File: src/rtl/isa_types.sv
// isa_types: shared ISA and memory-port types for the hart.
// Also carries the arbiter state encoding and the memory read latency.
package isa_types;

  localparam int XLEN = 32;

  typedef enum logic [1:0] {
    write_byte,
    write_half,
    write_word
  } mem_width_t;

  typedef struct packed {
    logic [XLEN-1:0] addr;
    logic            wenable;
    logic [XLEN-1:0] wdata;
    mem_width_t      wwidth;
  } mem_control_t;

  typedef enum logic {
    ARB_FREE,
    ARB_LOCKED
  } arb_state_t;

  localparam int MEM_READ_LATENCY = 1;

  localparam mem_control_t MEM_IDLE = '{
    addr:    '0,
    wenable: 1'b0,
    wdata:   '0,
    wwidth:  write_byte
  };

  function automatic int wrap_inc(int idx, int n);
    return (idx + 1 >= n) ? 0 : idx + 1;
  endfunction

endpackage

File: src/rtl/mem_port_arbiter_rr_picker.sv
// rr_picker: rotate-priority encoder, first valid at or after ptr wins.
// Purely combinational so any arbiter can wrap its own pointer logic.
module rr_picker #(
  parameter int NUM_REQ   = 3,
  parameter int REQ_IDX_W = $clog2(NUM_REQ)
) (
  input  logic [NUM_REQ-1:0]   valid,
  input  logic [REQ_IDX_W-1:0] ptr,
  output logic [NUM_REQ-1:0]   grant,
  output logic [REQ_IDX_W-1:0] idx,
  output logic                 any
);

  always_comb begin
    int j;
    j     = 0;
    grant = '0;
    idx   = '0;
    any   = 1'b0;
    for (int k = 0; k < NUM_REQ; k++) begin
      j = int'(ptr) + k;
      if (j >= NUM_REQ) j -= NUM_REQ;
      if (!any && valid[j]) begin
        any      = 1'b1;
        idx      = REQ_IDX_W'(j);
        grant[j] = 1'b1;
      end
    end
  end

endmodule

File: src/rtl/mem_port_arbiter.sv
// mem_port_arbiter: round-robin share of the single memory port.
// Define MEM_ARB_LOCK_EN to let a requester hold the port across beats.
module mem_port_arbiter
  import isa_types::*;
#(
  parameter int NUM_REQ   = 3,
  parameter int REQ_IDX_W = $clog2(NUM_REQ)
) (
  input  logic                       clock,
  input  logic                       reset,
  input  logic         [NUM_REQ-1:0] req_valid,
  input  mem_control_t [NUM_REQ-1:0] req_ctrl,
  input  logic         [NUM_REQ-1:0] req_lock,
  output logic         [NUM_REQ-1:0] req_ready,
  output logic         [NUM_REQ-1:0] rsp_valid,
  output logic         [XLEN-1:0]    rsp_rdata,
  output mem_control_t               mem_ctrl,
  input  logic         [XLEN-1:0]    mem_rdata
);

  logic [REQ_IDX_W-1:0] rr_ptr;
  logic [REQ_IDX_W-1:0] ptr_nxt;
  logic [REQ_IDX_W-1:0] win;
  logic [NUM_REQ-1:0]   pick_valid;
  logic [NUM_REQ-1:0]   pick_grant;
  logic                 pick_any;
  logic                 accept;

  logic [MEM_READ_LATENCY-1:0] pipe_v;
  logic [REQ_IDX_W-1:0]        pipe_idx [MEM_READ_LATENCY];

  function automatic logic [REQ_IDX_W-1:0] next_ptr(
    input logic [REQ_IDX_W-1:0] i
  );
    return REQ_IDX_W'(wrap_inc(int'(i), NUM_REQ));
  endfunction

  rr_picker #(
    .NUM_REQ  (NUM_REQ),
    .REQ_IDX_W(REQ_IDX_W)
  ) u_pick (
    .valid(pick_valid),
    .ptr  (rr_ptr),
    .grant(pick_grant),
    .idx  (win),
    .any  (pick_any)
  );

  assign accept = pick_any && !reset;

`ifdef MEM_ARB_LOCK_EN
  arb_state_t           state;
  arb_state_t           state_nxt;
  logic [REQ_IDX_W-1:0] lock_owner;
  logic [REQ_IDX_W-1:0] owner_nxt;
  logic [NUM_REQ-1:0]   owner_mask;

  always_ff @(posedge clock) begin
    if (reset) begin
      state      <= ARB_FREE;
      lock_owner <= '0;
    end else begin
      state      <= state_nxt;
      lock_owner <= owner_nxt;
    end
  end

  // Pointer is frozen while locked; unlock resumes after the owner.
  always_comb begin
    state_nxt = state;
    owner_nxt = lock_owner;
    ptr_nxt   = rr_ptr;
    unique case (state)
      ARB_FREE: begin
        if (accept) begin
          ptr_nxt = next_ptr(win);
          if (req_lock[win]) begin
            state_nxt = ARB_LOCKED;
            owner_nxt = win;
          end
        end
      end
      ARB_LOCKED: begin
        if (accept && !req_lock[win]) begin
          state_nxt = ARB_FREE;
          ptr_nxt   = next_ptr(win);
        end
      end
    endcase
  end

  assign owner_mask = NUM_REQ'(1) << lock_owner;
  assign pick_valid = (state == ARB_LOCKED)
                    ? (req_valid & owner_mask)
                    : req_valid;
`else
  logic unused_lock;

  assign unused_lock = ^req_lock;
  assign pick_valid  = req_valid;

  always_comb begin
    ptr_nxt = rr_ptr;
    if (accept) ptr_nxt = next_ptr(win);
  end
`endif

  always_ff @(posedge clock) begin
    if (reset) rr_ptr <= '0;
    else       rr_ptr <= ptr_nxt;
  end

  always_ff @(posedge clock) begin
    if (reset) begin
      pipe_v <= '0;
      for (int i = 0; i < MEM_READ_LATENCY; i++) pipe_idx[i] <= '0;
    end else begin
      pipe_v[0]   <= accept;
      pipe_idx[0] <= win;
      for (int i = 1; i < MEM_READ_LATENCY; i++) begin
        pipe_v[i]   <= pipe_v[i-1];
        pipe_idx[i] <= pipe_idx[i-1];
      end
    end
  end

  // Response is masked during reset so an in-flight op is dropped.
  always_comb begin
    req_ready = reset ? '0 : pick_grant;
    mem_ctrl  = MEM_IDLE;
    if (accept) mem_ctrl = req_ctrl[win];
    rsp_valid = '0;
    if (pipe_v[MEM_READ_LATENCY-1] && !reset)
      rsp_valid[pipe_idx[MEM_READ_LATENCY-1]] = 1'b1;
    rsp_rdata = mem_rdata;
  end

endmodule

File: config.mk
export PLATFORM = sky130hd
export DESIGN_NAME = mem_port_arbiter
export DESIGN_NICKNAME = d
export VERILOG_FILES = /design/src/rtl/isa_types.sv /design/src/rtl/mem_port_arbiter_rr_picker.sv /design/src/rtl/mem_port_arbiter.sv
export SDC_FILE = /design/constraint.sdc
export NUM_CORES = 1
export LEC_CHECK = 0
export BUFFER_PORTS_ARGS = -buffer_cell sky130_fd_sc_hd__buf_2
export CORE_AREA = 2 2 133 135
export CTS_CLUSTER_DIAMETER = 50
export DETAILED_ROUTE_END_ITERATION = 16
export DIE_AREA = 0 0 135 137
export PLACE_DENSITY = 0.49
export SETUP_SLACK_MARGIN = 0.4
export SLEW_MARGIN = 20
export SYNTH_ARGS = -nofsm -noshare
export SYNTH_HDL_FRONTEND = slang
export SYNTH_HIERARCHICAL = 1
export SYNTH_SLANG_ARGS = --single-unit
File: constraint.sdc
create_clock -name clock -period 2.9 [get_ports clock]
set_input_delay 0.29 -clock clock [delete_from_list [all_inputs] [get_ports clock]]
set_output_delay 0.29 -clock clock [all_outputs]
set_load 0.02 [all_outputs]
After elaboration in Yosys (flattened, before gate mapping)
Memory sizes are Yosys's and may differ from the RTL's.
Index checks and enable logic that the tools add are counted.
{ "totals": {"regBits": 3, "ramBits": 2, "input_bits": 241, "output_inout_bits": 105, "n_memories": 1} }
{ "op_classes": {"add_sub_neg": 6, "magnitude_cmp": 13, "n_mux": 40, "n_bitwise": 2, "reduce_logical": 12} }
{ "memory_table": {"columns": ["name", "words", "word_bits", "read_ports", "rd_ports_with_merged_regs", "write_ports", "line", "text"], "rows": [
  ["pipe_idx", 1, 2, 1, 0, 1, "mem_port_arbiter.sv:30", "logic [REQ_IDX_W-1:0] pipe_idx [MEM_READ_LATENCY];"]
]} }
{ "op_table": {"columns": ["op", "n"], "rows": [
  ["$bmux 67 s2", 1],
  ["$mux 67", 2],
  ["$ge 32x1->1 const B", 3],
  ["$lt 32x4->1 const B", 3],
  ["$mux 32", 3],
  ["$ge 32x3->1 const B", 2],
  ["$sub 32x3->32 const B", 2],
  ["$mux 1", 17],
  ["$mux 3", 5],
  ["$mux 2", 5],
  ["$demux 1 s2", 4],
  ["$logic_and 1x1->1", 8],
  ["$add 2x1->3 const B", 2],
  ["$bmux 1 s2", 3],
  ["$lt 2x3->1 const B", 2],
  ["$or 3x3->3", 2],
  ["$add 2x2->3 const B", 1],
  ["$ge 3x2->1 const B", 1],
  ["$logic_not 1->1", 3],
  ["$sub 2x2->3 const B", 1],
  ["$ge 2x1->1 const B", 1],
  ["$ge 2x2->1 const B", 1],
  ["$reduce_or 2->1", 1]
]} }

Logic depth before layout (Yosys ltp)
Gate-level depths: netlist (run 1).
{ "logic_depth": {"depth_word": 15, "ltp_mapped": 13} }

Modules after synthesis
Netlist (run 1), hierarchy kept.
{ "modules_own_cells": {"columns": ["module", "n_inst", "cells_per_inst", "area_per_inst_um2", "seq_area_each_um2"], "rows": [
  ["mem_port_arbiter", 1, 366, 3155.5, 100.1],
  ["rr_picker", 1, 52, 381.6, 0.0]
]} }

Worst setup path before layout (run 1)
OpenSTA, ideal clock, no wires.
{ "synth_timing": {"kind": "register to output", "start": "reg rr_ptr[0]", "end": "out mem_ctrl[46] (netlist name)", "arrival_ns": 2.420, "t_required_ns": 2.610, "slack_ns": 0.190, "path_stages_with_launch": 12, "path_cell_list": "dfxtp_1 inv_1 ha_1 buf_2 inv_1 o31ai_1 a21oi_1 nor2_1 buf_4 buf_4 a211oi_1 a211oi_1"} }
{ "synth_lines": {"columns": ["element", "line", "text"], "rows": [
  ["start: declaration", "mem_port_arbiter.sv:21", "logic [REQ_IDX_W-1:0] rr_ptr;"],
  ["start signal: assignment", "mem_port_arbiter.sv:110", "else rr_ptr <= ptr_nxt;"],
  ["end: declaration", "mem_port_arbiter.sv:17", "output mem_control_t mem_ctrl,"]
]} }

==> results of run 1 <==
## cell usage after synthesis (2+ instances only)
| library cell | number |
|---|---|
| a211oi_1 | 17 |
| a211oi_2 | 116 |
| a21oi_1 | 7 |
| buf_2 | 21 |
| buf_4 | 34 |
| buf_6 | 9 |
| buf_8 | 2 |
| clkbuf_1 | 13 |
| dfxtp_1 | 5 |
| ha_1 | 4 |
| inv_1 | 6 |
| mux2i_1 | 4 |
| mux2i_4 | 2 |
| nand2_1 | 3 |
| nand2b_1 | 70 |
| nand3_1 | 3 |
| nor2_1 | 8 |
| nor2b_1 | 73 |
| nor4bb_1 | 3 |
| o31ai_1 | 2 |
## cell type report
class | instances | area [µm²]
timing repair buffer | 353 | 2736
fill | 1665 | 10150
inverter | 6 | 27.53
multi-input combinational | 326 | 3672
sequential | 5 | 107.6
clock buffer | 4 | 78.83
tap | 225 | 281.5
## flip-flops by register name, summed over array words and instances, names as in the netlist
name	cells
pipe_idx	2
rr_ptr	2
pipe_v	1
## worst min-delay path by stage
stage	end	slack, ns	depth (start not counted)
after global routing	rr_ptr[1]	0.40	2
after floorplan	rr_ptr[1]	0.51	2
after global placement	rr_ptr[0]	0.55	2
after detailed placement	rr_ptr[0]	0.56	2
final	rr_ptr[1]	0.37	2
after CTS	rr_ptr[0]	0.37	2
## routing by layer
layer / GRT usage (%) / up-vias / wire length [µm] / share of wire, %
met5: 0 / - / 0 / 0
met4: 1.968 / 0 / 132 / 0.91
met3: 2.889 / 12 / 1171 / 8.0
met2: 25.21 / 194 / 7822 / 54
met1: 14.20 / 1941 / 5439 / 37
li1: - / 2035 / - / -
## through the flow
stage               TNS [ns]  utilization [%]  hold WS (ns)  cell area [µm²]  cells
floorplan                  0                -        0.5136             3711    418
global placement           0            31.10        0.5491             5304    878
detailed placement         0            31.10        0.5555             5304    878
CTS                        0            36.36        0.3746             6201    907
global route         -0.1667            40.48        0.3989             6904    919
finish                     0            40.48        0.3746             6904    919
## logic make-up (layout without fill, tap and decap cells)
family / Yosys count / in the layout / share of synthesized area [%]
compound gates: 152 / 152 / 48.43
fa+ha+maj: 4 / 4 / 1.415
flops: 5 / 5 / 2.830
buf+inv: 87 / 363 / 16.41
mux: 6 / 6 / 2.405
simple gates: 164 / 164 / 28.51
## where the power goes
| part | internal, mW | switching, mW | leakage [nW] | total (mW) |
|---|---|---|---|---|
| Clock | 0.182 | 0.0399 | 0.0382 | 0.222 |
| Sequential | 0.0998 | 0.0254 | 0.0426 | 0.125 |
| Combinational | 3.71 | 3.54 | 2.88 | 7.25 |
## worst max-delay path: stages (launching register included)
cell and delay, ns:
dfxtp_4 0.36, inv_4 0.04, ha_4 0.16, mux2i_4 0.19
mux2i_4 0.23, mux2i_2 0.29, nor2_4 0.10, buf_12 0.18
clkbuf_16 0.18, nand2b_1 0.17, a211oi_2 0.26, buf_4 0.18
## what timing repair did
item,in CTS,in global routing
pin swaps,27,23
setup buffers,18,6
resized for setup,121,127
setup endpoints to repair,67,67
gates cloned,7,6
==> impl_metrics.py, run 1 <==
metrics = {
    "cts": {
        "numCtsBuffers": 3,
        "cts_sinks": 5,
        "ctsHoldBuffers": 0,
        "cts_root_buf": "clkbuf_16",
        "cts_max_level": 1,
        "clock_latency_ns": 0.22,
        "cts.clk_slew.worst_paths_ns": 0.03,
        "cts_tree": "done",
        "clockBufferDepth": 2,
    },
    "synthesis": {
        "async_flop_share_pct": 0,
        "synth_edf_count": 0,
        "synth_area_leaders": "a211oi_2 (41%), nor2b_1 (13%), nand2b_1 (12%)",
        "syn_area_per_cell_um2": 8.462,
        "synth_top_area_share_pct": 41.03,
        "synth.yosys.seq_area_share_pct": 2.830,
        "syn-num-nets": 663,
        "netlist_area_mm2": 0.003537,
        "synthFlopType": "dfxtp_1",
        "synth_top_area_cell": "a211oi_2",
        "synthDistinctLibCells": 36,
        "syn_inst": 418,
        "ys_ff_latch": 5,
        "ys_warn_count": 6,
    },
    "global_routing": {
        "antenna_found_initial": 0,
        "grt_max_degree": 32,
        "gr-total-overflow": 0,
        "grt_usage_pct": 12.82,
        "grt_pass1_vias": 3856,
        "grt_pass1_wl_um": 19360,
    },
    "worst_setup_path": {
        "worstPathArrival_ns": 2.58,
        "crit_end": "mem_ctrl[59]",
        "critical_path_class": "register to output port",
        "cp-end-kind": "output port",
        "start_kind": "register",
        "reg2reg_depth": 11,
        "required_ns": 2.61,
        "critical_path.startpoint": "rr_ptr[1]",
        "path_max_fanout": 13,
        "rr_endpoint": "rr_ptr[0]",
        "r2r-start": "rr_ptr[1]",
        "ff2ff_setup_slack_ns": 0.71,
    },
    "power": {
        "cellLeakagePower_nw": 2.962,
        "max-vdd-ir-drop_v": 0.0004880,
        "p_per_area_mw_per_mm2": 1100,
        "finalPower_mw": 7.595,
    },
    "die": {
        "io-pin-count": 346,
        "initial_core_util_pct": 20.74,
        "die_w_um": 135,
        "core-area_mm2": 0.01706,
        "die_h_um": 137,
        "dieArea_mm2": 0.01850,
        "placementRows": 48,
    },
    "finish": {
        "final_cell_mix": "buf_2 (213), a211oi_2 (113), buf_4 (80)",
        "layout.nets": 940,
        "layout-drive-gt1-share_pct": 85.01,
        "n_antenna_cell": 0,
        "final_common_cell": "buf_2",
        "synthToLayoutAreaGrowth_pct": 95.19,
    },
    "place": {
        "dp_slack_ns": 0.06915,
        "place_congestion": 0.7670,
        "post-dp-hpwl_um": 9875,
        "portBuffers": 278,
    },
    "drt": {
        "drt-initial-drc-count": 100,
        "wire_per_inst_um": 15.85,
        "drtPass1Iterations": 4,
        "vias": 4182,
        "viasPerCell": 4.551,
        "drt-total-wl_um": 14570,
        "drc": 0,
        "antenna_left": 0,
    },
    "timing": {
        "setup_violations": 0,
        "maxSlewViolCount": 0,
        "finalClockSkew_ns": 0.0005075,
        "rsz0062_at_grt": "true",
        "worst_slack_ns": 0.02999,
        "worst_pin_slew_ns": 0.3565,
        "slew_headroom_pct": 76.13,
        "timing.final.crit_share_pct": 98.97,
        "fmax_ghz": 0.3484,
        "fin_crit_ns": 2.870,
        "finalHoldViolCount": 0,
    },
    "status": {
        "status": "completed",
    },
    "flow_run": {
        "cap_violations": 0,
    },
    "hold_path": {
        "hold_path.class": "input port to register",
        "worstHoldStart": "reset",
    },
}
Note: power is estimated with default switching activity, not from simulation.
==> run 2, diff against run 1 <==
--- a/config.mk
+++ b/config.mk
@@ -6,14 +6,13 @@
 export NUM_CORES = 1
 export LEC_CHECK = 0
 export BUFFER_PORTS_ARGS = -buffer_cell sky130_fd_sc_hd__buf_2
-export CORE_AREA = 2 2 133 135
+export CORE_AREA = 2 2 134 136
 export CTS_CLUSTER_DIAMETER = 50
 export DETAILED_ROUTE_END_ITERATION = 16
-export DIE_AREA = 0 0 135 137
-export PLACE_DENSITY = 0.49
+export DIE_AREA = 0 0 136 138
+export PLACE_DENSITY = 0.43
 export SETUP_SLACK_MARGIN = 0.4
 export SLEW_MARGIN = 20
 export SYNTH_ARGS = -nofsm -noshare
 export SYNTH_HDL_FRONTEND = slang
-export SYNTH_HIERARCHICAL = 1
 export SYNTH_SLANG_ARGS = --single-unit
==> run 2 against run 1 <==
The run now ends with setup timing left; total power is 18% higher; non-clock buffer count up 16; synthesized cell count up 0.24%; wire length up 9.6%; largest cell class is now non-clock buffers.
==> impl_metrics.py, run 2 <==
metrics = {
    "status": {
        "status": "complete, but fails checks",
        "violations": "setup timing",
    },
    "flow_run": {
        "cap_violations": 0,
    },
    "synthesis": {
        "synth_area_leaders": "nand2_1 (20%), a311oi_1 (16%), a21oi_1 (14%)",
        "synth.yosys.seq_area_share_pct": 3.819,
        "syn_inst": 419,
        "synth_top_cells_by_count": "nand2_1 (137), a21oi_1 (71), a311oi_1 (49)",
        "synth_most_common_cell": "nand2_1",
        "synth_top_area_cell": "nand2_1",
        "netlist_area_mm2": 0.002621,
        "synth_top_area_share_pct": 19.62,
        "syn_area_per_cell_um2": 6.256,
        "synth_edf_count": 0,
        "ys_ff_latch": 5,
        "synthDistinctLibCells": 40,
        "synthFlopType": "dfxtp_1",
        "ys_warn_count": 0,
        "syn-num-nets": 664,
        "async_flop_share_pct": 0,
    },
    "timing": {
        "timing.final.crit_share_pct": 101.2,
        "rsz0062_at_grt": "true",
        "worst_pin_slew_ns": 0.4665,
        "finalClockSkew_ns": 0.0007498,
        "finalHoldViolCount": 0,
        "fin_crit_ns": 2.935,
        "tns_ns": -0.07229,
        "fmax_ghz": 0.3407,
        "worst_slack_ns": -0.03523,
        "slew_headroom_pct": 68.90,
        "maxSlewViolCount": 0,
        "setup_violations": 6,
    },
    "die": {
        "die_h_um": 138,
        "placementRows": 49,
        "io-pin-count": 346,
        "die_w_um": 136,
        "core-area_mm2": 0.01753,
        "dieArea_mm2": 0.01877,
        "initial_core_util_pct": 14.95,
    },
    "cts": {
        "cts_root_buf": "clkbuf_16",
        "cts_sinks": 5,
        "cts_tree": "done",
        "clock_latency_ns": 0.22,
        "numCtsBuffers": 3,
        "clockBufferDepth": 2,
        "cts_max_level": 1,
        "cts.clk_slew.worst_paths_ns": 0.03,
    },
    "worst_setup_path": {
        "path_max_fanout": 7,
        "ff2ff_setup_slack_ns": 0.47,
        "required_ns": 2.61,
        "cp_slowest_cell": "dfxtp_2",
        "crit_chain": "buf_6, ha_4, buf_6, nand3b_1, buf_4, o21ai_4, o211ai_4, buf_12, and2_4, buf_6, buf_12, a311oi_4, buf_6",
        "cp-end-kind": "output port",
        "crit_top_cell": "buf_6",
        "worstPathArrival_ns": 2.65,
        "critical-path-max-stage-delay_ns": 0.32,
        "critical_path_class": "register to output port",
        "start_kind": "register",
    },
    "global_routing": {
        "antenna_found_initial": 0,
        "grt_pass1_wl_um": 23100,
        "gr-total-overflow": 0,
        "grt_use_met3_pct": 2.200,
        "met2_usage_pct": 28.35,
        "top_usage_layer": "met2",
        "grt_max_degree": 55,
        "grt_use_met1_pct": 18.19,
        "grt_pass1_vias": 4470,
        "grt_usage_pct": 15.04,
    },
    "drt": {
        "viasPerCell": 4.709,
        "drt-initial-drc-count": 181,
        "drtPass1Iterations": 5,
        "drc": 0,
        "drt-total-wl_um": 15960,
        "wire_per_inst_um": 17.00,
        "antenna_left": 0,
        "vias": 4422,
    },
    "power": {
        "p_per_area_mw_per_mm2": 1441,
        "sequentialPowerShare_pct": 1.4,
        "finalPower_mw": 8.971,
        "comb_power_share_pct": 96.1,
        "p_sw_mw": 4.415,
        "power_switching_share_pct": 49.22,
        "clkPwrFrac_pct": 2.5,
        "max-vdd-ir-drop_v": 0.0006620,
        "p_int_mw": 4.556,
        "cellLeakagePower_nw": 2.753,
    },
    "finish": {
        "final_common_cell": "buf_2",
        "final_area_mm2": 0.006223,
        "layout-drive-gt1-share_pct": 67.32,
        "synthToLayoutAreaGrowth_pct": 137.4,
        "final_cell_mix": "buf_2 (212), nand2_1 (122), buf_4 (76)",
        "top_regs": "pipe_idx x2, rr_ptr x2, pipe_v x1",
        "final_util_pct": 35.49,
        "layout.nets": 956,
        "n_antenna_cell": 0,
    },
    "place": {
        "dp_slack_ns": 0.1229,
        "dpl_cell_area_mm2": 0.004688,
        "place_congestion": 0.7398,
        "post-dp-hpwl_um": 10380,
        "portBuffers": 278,
    },
    "hold_path": {
        "hold_path.class": "input port to register",
    },
}
-- run 2: worst paths after layout --
| check | from | end | depth (start not counted) |
|---|---|---|---|
| min reg2reg | rr_ptr[1] | rr_ptr[1] | 3 |
| min | reset | rr_ptr[1] | 2 |
| max reg2reg | rr_ptr[1] | rr_ptr[0] | 13 |
| max | rr_ptr[1] | mem_ctrl[64] | 13 |
-- run 2: final cells by class --
class | instances | area [µm²]
timing repair buffer | 369 | 2909
clock buffer | 4 | 78.83
fill | 1877 | 11310
sequential | 5 | 105.1
inverter | 4 | 15.01
tap | 229 | 286.5
multi-input combinational | 328 | 2829
-- run 2: per-stage QoR --
stage                     hold WS [ns]  cells
after global placement          0.5801    882
after detailed placement        0.5801    882
after CTS                       0.3599    922
final                           0.3602    939
after floorplan                 0.4822    419
after global routing            0.3940    939
-- run 2: layer usage --
layer	part of all wire [%]	vias to the layer above
met3	7.1	22
met5	0	-
li1	-	2110
met2	51	222
met1	41	2068
met4	0.65	0
-- run 2: logic make-up (layout without fill, tap and decap cells) --
family	after synthesis	count (layout)	synth area share, %
simple gates	161	161	25.39
fa+ha+maj	4	4	1.909
mux	4	4	1.528
buf+inv	86	377	19.86
flops	5	5	3.819
compound gates	159	159	47.49
-- run 2: power by group through the flow --
stage / clock network [mW] / logic (mW) / registers [mW]
2_1_floorplan: 0 / 3.96 / 0.115
5_1_grt: 0.234 / 9.13 / 0.129
3_3_place_gp: 0 / 5.77 / 0.114
3_5_place_dp: 0 / 5.73 / 0.115
6_report: 0.225 / 8.62 / 0.124
4_1_cts: 0.226 / 7.79 / 0.123
-- run 2: critical path: cells and delay by family (launching register included) --
family	cells	cell delay, ns
AOI/OAI and AO/OA	3	0.46
adders and majority gates	1	0.27
buffers and inverters	7	0.99
DFF	1	0.32
and+or+nand+nor	2	0.38
-- run 2: timing repair --
| action | 4_1_cts | 5_1_grt |
|---|---|---|
| gates resized for setup | 142 | 63 |
| cloned | 9 | 4 |
| endpoints found under the setup margin | 68 | 71 |
| hold buffers | 0 | 0 |
| setup buffers | 27 | 13 |
| pin swaps | 35 | 23 |
==> run 3, diff against run 2 <==
--- a/config.mk
+++ b/config.mk
@@ -5,7 +5,7 @@
 export SDC_FILE = /design/constraint.sdc
 export NUM_CORES = 1
 export LEC_CHECK = 0
-export BUFFER_PORTS_ARGS = -buffer_cell sky130_fd_sc_hd__buf_2
+export BUFFER_PORTS_ARGS = -buffer_cell sky130_fd_sc_hd__buf_4
 export CORE_AREA = 2 2 134 136
 export CTS_CLUSTER_DIAMETER = 50
 export DETAILED_ROUTE_END_ITERATION = 16
==> run 3 against run 2 <==
The run still ends with setup timing left; via count shrank 0.14%; clock skew is essentially flat; non-clock buffer count shrank 25; sequential cell count is the same; die area is the same; total power shrank 0.80%; hold slack lost 0.060 ns; final cell count shrank 2.7%; sequential share of layout area is essentially flat; global-route usage grew 1.5 points; setup slack gained 0.029 ns; combinational power shrank 0.9%; critical path type unchanged.
==> impl_metrics.py, run 3 (synthesis gave the netlist of run 2 again) <==
metrics = {
    "finish": {
        "final_util_pct": 37.38,
        "layout-drive-gt1-share_pct": 66.57,
        "final_cell_count_no_fill": 914,
        "final_common_cell": "buf_4",
        "final_area_mm2": 0.006555,
        "synthToLayoutAreaGrowth_pct": 150.1,
        "n_antenna_cell": 0,
        "layout.nets": 931,
        "final_cell_mix": "buf_4 (263), nand2_1 (118), a21oi_1 (69)",
        "top_regs": "pipe_idx x2, rr_ptr x2, pipe_v x1",
    },
    "cts": {
        "clockBufferDepth": 2,
        "clock_latency_ns": 0.23,
        "cts_max_level": 1,
        "cts_tree": "done",
        "cts_sinks": 5,
        "cts_root_buf": "clkbuf_16",
        "ctsHoldBuffers": 0,
        "cts.clk_slew.worst_paths_ns": 0.03,
        "numCtsBuffers": 3,
    },
    "drt": {
        "viasPerCell": 4.832,
        "drc": 0,
        "vias": 4416,
        "drt-total-wl_um": 17390,
        "wire_per_inst_um": 19.02,
        "drt-initial-drc-count": 172,
        "drtPass1Iterations": 5,
        "antenna_left": 0,
    },
    "global_routing": {
        "grt_max_degree": 45,
        "antenna_found_initial": 0,
        "grt_usage_pct": 16.49,
        "grt_pass1_vias": 4595,
        "gr-total-overflow": 0,
        "grt_pass1_wl_um": 24720,
    },
    "power": {
        "cellLeakagePower_nw": 2.800,
        "p_per_area_mw_per_mm2": 1358,
        "p_sw_mw": 4.479,
        "finalPower_mw": 8.899,
        "comb_power_share_pct": 95.9,
        "clkPwrFrac_pct": 2.6,
        "power_switching_share_pct": 50.33,
        "p_int_mw": 4.420,
        "sequentialPowerShare_pct": 1.5,
        "max-vdd-ir-drop_v": 0.0004760,
    },
    "worst_setup_path": {
        "worstPathArrival_ns": 2.62,
        "rr_endpoint": "rr_ptr[0]",
        "cp_slowest_cell": "dfxtp_4",
        "cp-end-kind": "output port",
        "critical_path_class": "register to output port",
        "crit_top_cell": "buf_6",
        "reg2reg_depth": 12,
        "cp_num_cells": 12,
        "crit_family": "buffers and inverters",
        "ff2ff_setup_slack_ns": 0.49,
        "crit_chain": "inv_4, ha_4, buf_6, buf_6, o311ai_4, o211ai_4, buf_12, and2_4, buf_6, buf_12, a311oi_2, buf_4",
        "cp.buffers_inverters": 7,
        "start_kind": "register",
        "critical-path-max-stage-delay_ns": 0.36,
        "required_ns": 2.61,
        "path_max_fanout": 9,
        "r2r-start": "rr_ptr[0]",
    },
    "place": {
        "place_congestion": 0.7990,
        "dpl_cell_area_mm2": 0.005266,
        "portBuffers": 278,
        "numPlacedInstances": 868,
        "post-dp-hpwl_um": 10820,
    },
    "timing": {
        "tns_ns": -0.006033,
        "fmax_ghz": 0.3441,
        "finalClockSkew_ns": 0.0003499,
        "worst_slack_ns": -0.006033,
        "rsz0062_at_grt": "true",
        "fin_crit_ns": 2.906,
        "finalHoldViolCount": 0,
        "setup_violations": 1,
        "maxSlewViolCount": 0,
        "timing.final.crit_share_pct": 100.2,
        "slew_headroom_pct": 63.53,
        "worst_pin_slew_ns": 0.5470,
    },
    "status": {
        "status": "complete, but fails checks",
        "violations": "setup timing",
    },
    "flow_run": {
        "cap_violations": 0,
    },
    "die": {
        "die_h_um": 138,
        "initial_core_util_pct": 14.95,
        "die_w_um": 136,
        "dieArea_mm2": 0.01877,
        "core-area_mm2": 0.01753,
        "io-pin-count": 346,
        "placementRows": 49,
    },
    "hold_path": {
        "worstHoldStart": "reset",
        "holdPathEnd": "rr_ptr[1]",
        "hold_path.class": "input port to register",
        "min_path_cells": 2,
    },
}
[run 3: timing repair]
item | in CTS | in global routing
cloned | 9 | 6
setup endpoints to repair | 67 | 70
buffers inserted | 26 | 1
resized for setup | 98 | 46
pin swaps | 30 | 26
[run 3: stage by stage]
step                setup WS [ns]  hold WS [ns]
floorplan                  0.3034        0.4822
global route             -0.07755        0.3190
detailed placement        0.06983        0.5103
global placement           0.1027        0.5020
finish                  -0.006033        0.3005
CTS                       0.02775        0.3001
[run 3: layout make-up]
class / count / area [µm²]
fill: 1808 / 10980
multi-input combinational: 328 / 2805
tap: 229 / 286.5
timing repair buffer: 344 / 3259
sequential: 5 / 107.6
clock buffer: 4 / 78.83
inverter: 4 / 17.52
[run 3: metal layers]
metal  wire length (µm)  track usage [%]
met1               6777            18.51
met2               9018            31.45
met3               1231            3.117
met4                359            3.947
met5                  0                0
[run 3: power by group through the flow]
stage	clock network [mW]	registers, mW	logic (mW)
final	0.232	0.129	8.54
after CTS	0.233	0.125	7.89
after floorplan	0	0.115	3.96
after global routing	0.238	0.134	9.00
after global placement	0	0.119	5.93
after detailed placement	0	0.122	5.95
[run 3: worst max-delay path by stage]
stage | start | slack, ns | end
floorplan | rr_ptr[0] | 0.30 | mem_ctrl[23]
global placement | rr_ptr[1] | 0.10 | mem_ctrl[59]
detailed placement | rr_ptr[0] | 0.07 | mem_ctrl[52]
CTS | rr_ptr[0] | 0.03 | mem_ctrl[7]
global route | rr_ptr[0] | -0.08 | mem_ctrl[46]
finish | rr_ptr[0] | -0.006 | mem_ctrl[46]
